**src/rtl/mem_rdq_pkg.sv**
```systemverilog
// mem_pkg: shared types and helpers for the mem_rdq RAM with queued read port
package mem_pkg;
    localparam int MAX_W = 1024;
    localparam int MAX_B = MAX_W / 8;
    typedef logic [1:0] cnt_t;
    function automatic int addr_w(input int depth);
        return (depth < 2) ? 1 : $clog2(depth);
    endfunction
    // Words are zero-extended to MAX_W by callers and truncated on return
    function automatic logic [MAX_W-1:0] merge(input logic [MAX_W-1:0] old_w,
                                               input logic [MAX_W-1:0] new_w,
                                               input logic [MAX_B-1:0] be);
        logic [MAX_W-1:0] m;
        for (int i = 0; i < MAX_B; i++)
            m[8*i +: 8] = be[i] ? new_w[8*i +: 8] : old_w[8*i +: 8];
        return m;
    endfunction
endpackage

```
**src/rtl/mem_rdq_buf.sv**
```systemverilog
// mem_rdq_buf: 2-entry in-order output queue for read results
module mem_rdq_buf import mem_pkg::*; #(
    parameter int WIDTH = 32
) (
    input  logic             clock,
    input  logic             resetn,
    input  logic             push,
    input  logic             pop,
    input  logic [WIDTH-1:0] d,
    output logic [WIDTH-1:0] data,
    output cnt_t             cnt,
    output logic             r_valid,
    output logic             r_rdy
);
    logic [WIDTH-1:0] q1;
    assign r_valid = cnt != 2'd0;
    assign r_rdy   = cnt != 2'd2;
    // push never coincides with cnt==2, so a pop with push always lands the new word at the head
    always_ff @(posedge clock or negedge resetn)
        if (!resetn) begin
            cnt  <= '0;
            data <= '0;
            q1   <= '0;
        end else begin
            cnt <= cnt + cnt_t'(push) - cnt_t'(pop);
            if (pop) data <= push ? d : q1;
            else if (push && cnt == 2'd0) data <= d;
            if (push && !pop && cnt != 2'd0) q1 <= d;
        end
endmodule

```
**src/rtl/mem_rdq.sv**
```systemverilog
// mem_rdq: byte-enable RAM with registered, flow-controlled read queue.
// Define MEM_RDQ_FWD_EN to forward same-cycle writes into colliding reads.
module mem_rdq import mem_pkg::*; #(
    parameter  int DEPTH = 16,
    parameter  int WIDTH = 32,
    localparam int AW    = addr_w(DEPTH),
    localparam int BW    = WIDTH / 8
) (
    input  logic             clock,
    input  logic             resetn,
    input  logic             w_en,
    input  logic [AW-1:0]    w_addr,
    input  logic [WIDTH-1:0] w_data,
    input  logic [BW-1:0]    w_be,
    input  logic             r_req,
    input  logic [AW-1:0]    r_addr,
    output logic             r_rdy,
    output logic             r_valid,
    output logic [WIDTH-1:0] r_data,
    input  logic             r_ack
);
    logic [WIDTH-1:0] mem [DEPTH];
    logic [WIDTH-1:0] wr_word, rd_word;
    cnt_t cnt;
    logic push, pop;
    assign wr_word = WIDTH'(merge(MAX_W'(mem[w_addr]), MAX_W'(w_data), MAX_B'(w_be)));
`ifdef MEM_RDQ_FWD_EN
    assign rd_word = (w_en && w_addr == r_addr)
        ? WIDTH'(merge(MAX_W'(mem[r_addr]), MAX_W'(w_data), MAX_B'(w_be)))
        : mem[r_addr];
`else
    assign rd_word = mem[r_addr];
`endif
    assign push = r_req & r_rdy;
    assign pop  = r_ack & (cnt != 2'd0);
    always_ff @(posedge clock)
        if (w_en) mem[w_addr] <= wr_word;
    mem_rdq_buf #(.WIDTH(WIDTH)) u_buf (
        .clock   (clock),
        .resetn  (resetn),
        .push    (push),
        .pop     (pop),
        .d       (rd_word),
        .data    (r_data),
        .cnt     (cnt),
        .r_valid (r_valid),
        .r_rdy   (r_rdy)
    );
endmodule

```
**config.mk**
```make
export PLATFORM = sky130hd
export DESIGN_NAME = mem_rdq
export DESIGN_NICKNAME = d
export VERILOG_FILES = /design/src/rtl/mem_rdq_pkg.sv /design/src/rtl/mem_rdq_buf.sv /design/src/rtl/mem_rdq.sv
export SDC_FILE = /design/constraint.sdc
export NUM_CORES = 1
export LEC_CHECK = 0
export CAP_MARGIN = 20
export CELL_PAD_IN_SITES_DETAIL_PLACEMENT = 1
export CELL_PAD_IN_SITES_GLOBAL_PLACEMENT = 1
export CORE_ASPECT_RATIO = 0.75
export CORE_MARGIN = 4
export CORE_UTILIZATION = 50
export DETAILED_ROUTE_END_ITERATION = 8
export PLACE_DENSITY = 0.8
export SLEW_MARGIN = 20
export SYNTH_ARGS = -nofsm -noshare
export SYNTH_HDL_FRONTEND = slang
export SYNTH_SLANG_ARGS = --single-unit
export TNS_END_PERCENT = 100
```
**constraint.sdc**
```tcl
create_clock -name clock -period 2.25 [get_ports clock]
set_input_delay 0.675 -clock clock [delete_from_list [all_inputs] [get_ports clock]]
set_output_delay 0.675 -clock clock [all_outputs]
set_load 0.005 [all_outputs]
```
==> results of run 1 <==
## sequential cells by signal (all words and copies together) (netlist names)
register / count
u_buf.data: 32
u_buf.cnt: 2
u_buf.q1: 32
mem: 512
## layer usage
metal,GRT usage,vias up
met1,0.364,6744
met3,0.0307,78
li1,-,5458
met5,0,-
met4,0.0445,0
met2,0.403,494
## cell usage after synthesis, types with 13 or more instances
cell,instances
buf_6,13
nor2_1,154
a21oi_2,51
clkbuf_1,34
a221o_1,54
mux2i_1,128
nand2_1,14
o22a_1,21
mux4_2,59
edfxtp_1,512
a21oi_1,13
o22ai_1,32
dfrtp_1,66
## cell usage in the layout (no fill, tap or decap), types with 21 or more instances in the layout
| cell type | instances |
|---|---|
| clkbuf_16 | 53 |
| nor2_1 | 153 |
| mux4_2 | 59 |
| a221o_1 | 54 |
| buf_12 | 33 |
| o22a_1 | 21 |
| o22ai_1 | 32 |
| edfxtp_1 | 512 |
| a21oi_2 | 51 |
| mux2i_1 | 128 |
| clkdlybuf4s50_1 | 76 |
| dfrtp_1 | 65 |
| buf_4 | 144 |
## through the flow
| stage | utilization | total power [W] | setup WS, ns | instances | hold WS (ns) |
|---|---|---|---|---|---|
| finish | 0.606 | 0.0248 | 0.0319 | 2106 | 0.496 |
| global route | 0.606 | 0.0259 | 0.0331 | 2106 | 0.494 |
| CTS | 0.605 | 0.0250 | 0.0190 | 2104 | 0.464 |
| detailed placement | 0.570 | 0.0166 | -0.496 | 2008 | 0.498 |
| global placement | 0.570 | 0.0163 | -0.377 | 2008 | 0.486 |
| floorplan | - | 0.0147 | 0.164 | 1244 | 0.379 |
## power breakdown
group	internal (W)	switching, W
sequential	0.0124	0.000401
combinational	0.00178	0.00181
clock	0.00463	0.00382
total	0.0188	0.00603
## worst register-to-register path: cells and delay by family, from the launching register on
kind               cells  cell delay [ns]
AOI/OAI and AO/OA      2             0.76
DFF                    1             0.36
muxes                  1             0.52
and+or+nand+nor        1             0.21
## cell type report
class	instances	area [µm²]	share of cell area
clock buffer	62	1360	0.0500
inverter	3	11.3	0.000414
clock inverter	31	216	0.00795
sequential	578	17000	0.626
multi-input combinational	588	5320	0.195
tap	586	733	0.0269
timing repair buffer	258	2550	0.0937
## cell families after synthesis
logic type	Yosys count	synth area share
adders and majority gates	2	0.00109
xor gates and xnor gates	2	0.000767
DFF	578	0.745
and+or+nand+nor	197	0.0352
buffers and inverters	78	0.0236
AOI/OAI and AO/OA	194	0.0739
muxes	193	0.120
## worst min-delay path by stage
stage,start,end,slack [ns],cells past startpoint
floorplan,resetn,u_buf.cnt[0],0.38,0
global placement,u_buf.cnt[1],u_buf.cnt[1],0.49,1
detailed placement,u_buf.cnt[1],u_buf.cnt[1],0.50,1
CTS,resetn,u_buf.data[21],0.46,2
global route,resetn,u_buf.data[25],0.49,2
finish,resetn,u_buf.data[25],0.50,2
## timing repair
item,4_1_cts,5_1_grt
endpoints found under the hold margin,12,0
gates resized for setup,4,2
buffers inserted,2,2
hold buffers,1,0
pin swaps,1,1
endpoints found under the setup margin,2,1
==> flow_metrics.py, run 1 <==
metrics = {
    "die": {
        "start_util": 0.509,
        "die_area_mm2": 0.0492,
        "io_pins": 83,
        "die_x_um": 255,
        "die_h_um": 193,
        "rows": 67,
        "fp.coreArea_mm2": 0.0449,
    },
    "synth": {
        "ys_seq_area_frac": 0.745,
        "synthTopCellsByArea": "edfxtp_1 67%, dfrtp_1 7.2%, mux4_2 5.8%",
        "netlist_area_mm2": 0.0229,
        "syn_inst": 1244,
        "ys_ff_latch": 578,
        "synth_edf_count": 512,
        "synthFlopType": "edfxtp_1",
        "netlist.area_leader.share": 0.673,
        "avgSynthCellArea_um2": 18.4,
        "ys_types": 38,
        "yosys_warnings": 0,
        "yosys.area.top_type": "edfxtp_1",
        "syn_nets": 1295,
        "async_reset_ff_frac": 0.114,
    },
    "clock_tree": {
        "clock-root-buffer": "clkbuf_16",
        "htree_levels": 2,
        "cts_max_path_buffers": 3,
        "path_clk_slew_ns": 0.06,
        "cts_made_buffers": 53,
        "clock-sinks": 578,
        "tritoncts": "yes",
        "clkLatencyLatePin_ns": 0.58,
    },
    "worst_setup_path": {
        "cp.required_ns": 2.68,
        "worstSetupEndpoint": "u_buf.q1[29]",
        "critPathKind": "in -> reg",
        "crit_arrival_ns": 2.64,
        "endpoint_kind": "flip-flop",
        "cp.buffers_inverters": 3,
        "worst-path-stages": 6,
        "cpPeakStageDelay_ns": 0.57,
        "reg2reg_depth": 4,
        "path_delay_family": "buffers and inverters",
        "path_cells": "clkdlybuf4s50_1 > buf_4 > buf_12 > a221o_1 > a2bb2oi_1 > a21oi_1",
        "timing.rr.start": "mem[5][29]",
        "cp_slowest_cell": "a2bb2oi_1",
        "regToRegSetupSlack_ns": 0.25,
        "path_max_fanout": 19,
        "cp-startpoint": "r_addr[3]",
        "start_kind": "primary input",
        "rr_endpoint": "u_buf.q1[29]",
    },
    "sta": {
        "hold_viol_final": 0,
        "tns_ns": 0,
        "fin_skew_ns": 0.00982,
        "tightest_slew_ns": 0.789,
        "fmax_mhz": 451,
        "period_needed_ns": 2.22,
        "fin_crit_sh": 0.986,
        "slew_viol_final": 0,
        "setup_viol": 0,
        "rsz0062_at_grt": "no",
        "max_slew_margin": 0.473,
    },
    "grt": {
        "grt_pass1_vias": 13635,
        "grt_max_degree": 55,
        "antenna_found_initial": 1,
        "globalRouteTotalUtil": 0.245,
        "grt_pass1_wl_mm": 89.4,
        "overflow": 0,
    },
    "pwr": {
        "ir_drop_mv": 0.830,
        "power.density_mw_per_mm2": 912,
        "power.leakage_nw": 9.48,
    },
    "finish": {
        "post_route_cells_drive_above_1_share": 0.246,
        "nFillCells": 3887,
        "fin_area_mm2": 0.0272,
        "area_growth_pct": 19.1,
        "fin_nets": 1533,
        "n_antenna_cell": 0,
    },
    "run": {
        "cap_violations": 0,
    },
    "drt": {
        "wl_met1_mm": 26.0,
        "wl_per_cell_um": 28.3,
        "drtIter0Drc": 1519,
        "vias": 12774,
        "wl_met3_mm": 3.65,
        "vias_per_cell": 6.07,
        "drc_errors": 0,
        "firstDrtPassIters": 5,
        "wirelength_mm": 59.6,
        "met2_length_mm": 29.1,
        "routed.top_layer": "met4",
        "ant_nets": 0,
    },
    "placed_design": {
        "io_buffers": 82,
        "placed_cell_area_mm2": 0.0256,
        "dp_hpwl_mm": 40.7,
        "gp_congestion": 0.799,
    },
    "status": {
        "outcome": "complete, no violations",
    },
    "hold_path": {
        "hold_class": "in -> async",
    },
}
No activity file was read; power rests on OpenSTA's default activity.
==> inputs of run 2 (changes only) <==
CORE_ASPECT_RATIO = not set   (was 0.75)
==> run 2 against run 1 <==
Against the previous run: critical path depth is 5 lower; non-clock buffer count is 11 lower; cell count is 0.95% higher; wire length is 5.3% higher; via count is 1.5% higher; clock-buffer cell count is 18 higher; critical path type is now reg -> out; critical endpoint is now r_data[23].
==> flow_metrics.py, run 2 (same netlist as run 1, synthesis figures left out) <==
metrics = {
    "status": {
        "outcome": "complete, no violations",
    },
    "sta": {
        "hold_viol_final": 0,
        "fmax_mhz": 453,
        "rsz0062_at_grt": "no",
        "slew_viol_final": 0,
        "period_needed_ns": 2.21,
        "fin_crit_sh": 0.982,
        "max_slew_margin": 0.330,
        "tightest_slew_ns": 1.00,
        "setup_viol": 0,
        "fin_skew_ns": 0.0173,
    },
    "finish": {
        "post_route_cells_drive_above_1_share": 0.250,
        "area_growth_pct": 19.9,
        "layout_common_cells": "512 x edfxtp_1, 153 x nor2_1, 145 x buf_4",
        "final_util": 0.605,
        "multi_input_area_mm2": 0.00532,
        "fin_area_mm2": 0.0274,
        "final-seq-area_mm2": 0.0170,
        "nFillCells": 3947,
        "fin_cells": 2126,
        "fin_nets": 1527,
        "final_common_cell": "edfxtp_1",
        "largest_reg_flops": 512,
        "top_register": "mem",
        "top_regs": "mem (512), u_buf.data (32), u_buf.q1 (32)",
    },
    "clock_tree": {
        "clock-sinks": 578,
        "tritoncts": "yes",
        "clock-root-buffer": "clkbuf_16",
        "htree_levels": 2,
        "clkLatencyLatePin_ns": 0.62,
        "cts_made_buffers": 58,
        "path_clk_slew_ns": 0.06,
        "cts_max_path_buffers": 3,
        "holdBufCountCts": 0,
    },
    "worst_setup_path": {
        "path_delay_family": "buffers and inverters",
        "cp.required_ns": 1.57,
        "cp_slowest_cell": "clkdlybuf4s50_1",
        "start_kind": "flip-flop",
        "cp-startpoint": "u_buf.data[23]",
        "cp.buffers_inverters": 1,
        "path_max_fanout": 2,
        "endpoint_kind": "output port",
        "cpPeakStageDelay_ns": 0.55,
        "crit_arrival_ns": 1.53,
        "timing.rr.start": "u_buf.cnt[0]",
        "path_cells": "clkdlybuf4s50_1",
        "critPathKind": "reg -> out",
    },
    "drt": {
        "vias": 12966,
        "drtIter0Drc": 1432,
        "vias_per_cell": 6.10,
        "firstDrtPassIters": 6,
        "wirelength_mm": 62.8,
        "ant_nets": 0,
        "wl_per_cell_um": 29.5,
        "drc_errors": 0,
    },
    "placed_design": {
        "gp_congestion": 0.853,
        "dp_hpwl_mm": 40.0,
        "io_buffers": 82,
        "placedCellCount": 2013,
        "placed_cell_area_mm2": 0.0254,
    },
    "pwr": {
        "finalPower_w": 0.0263,
        "power.leakage_nw": 9.57,
        "ir_drop_mv": 0.724,
        "power.density_mw_per_mm2": 960,
    },
    "run": {
        "cap_violations": 0,
    },
    "grt": {
        "overflow": 0,
        "grt_pass1_wl_mm": 93.6,
        "grt_pass1_vias": 14186,
        "grt_max_degree": 67,
        "antenna_found_initial": 1,
        "globalRouteTotalUtil": 0.253,
    },
    "die": {
        "rows": 78,
        "die_area_mm2": 0.0492,
        "die_h_um": 222,
        "die_x_um": 222,
        "io_pins": 83,
        "start_util": 0.505,
        "fp.coreArea_mm2": 0.0453,
    },
    "hold_path": {
        "hold_class": "in -> async",
    },
}
==> run 2: power by group <==
| part | internal [W] | switching (W) |
|---|---|---|
| clock network | 0.00590 | 0.00409 |
| registers | 0.0124 | 0.000395 |
| logic | 0.00170 | 0.00184 |
| total | 0.0200 | 0.00632 |
==> run 2: routing by layer <==
layer  GRT usage  vias up  share of wire
li1            -     5449              -
met1       0.334     6742           0.39
met2       0.427      642           0.50
met3      0.0538      131          0.081
met4      0.0800        2          0.030
met5           0        -        0.00021
==> run 2: worst paths after layout <==
path	endpoint	slack, ns	cells past startpoint
hold / removal	u_buf.data[26]	0.06	2
setup reg to reg	u_buf.data[23]	0.39	4
setup / recovery	r_data[23]	0.04	1
hold reg to reg	u_buf.q1[20]	0.52	2
max in group asynchronous	u_buf.cnt[1]	1.89	2
min in group clock	u_buf.q1[20]	0.52	2
==> run 2: through the flow <==
stage | worst slack (ns) | TNS (ns) | hold slack, ns
global route | 0.0106 | 0 | 0.0843
CTS | 0.0106 | 0 | 0.0602
detailed placement | -0.417 | -132.60 | 0.489
global placement | -0.286 | -76.46 | 0.482
finish | 0.0401 | 0 | 0.0553
floorplan | 0.164 | 0 | 0.379
==> run 2: layout make-up <==
type                            instances  area share
Timing Repair Buffer                  247      0.0849
Multi-Input combinational cell        588       0.194
Tap cell                              600      0.0274
Inverter                                3    0.000411
Clock buffer                           80      0.0601
Antenna cell                            1   0.0000913
Clock inverter                         29      0.0114
Sequential cell                       578       0.622
==> run 2: timing repair <==
item | in CTS | in global routing
pin swaps | 1 | 1
setup endpoints to repair | 3 | 1
resized for setup | 5 | 2
setup buffers | 2 | 1
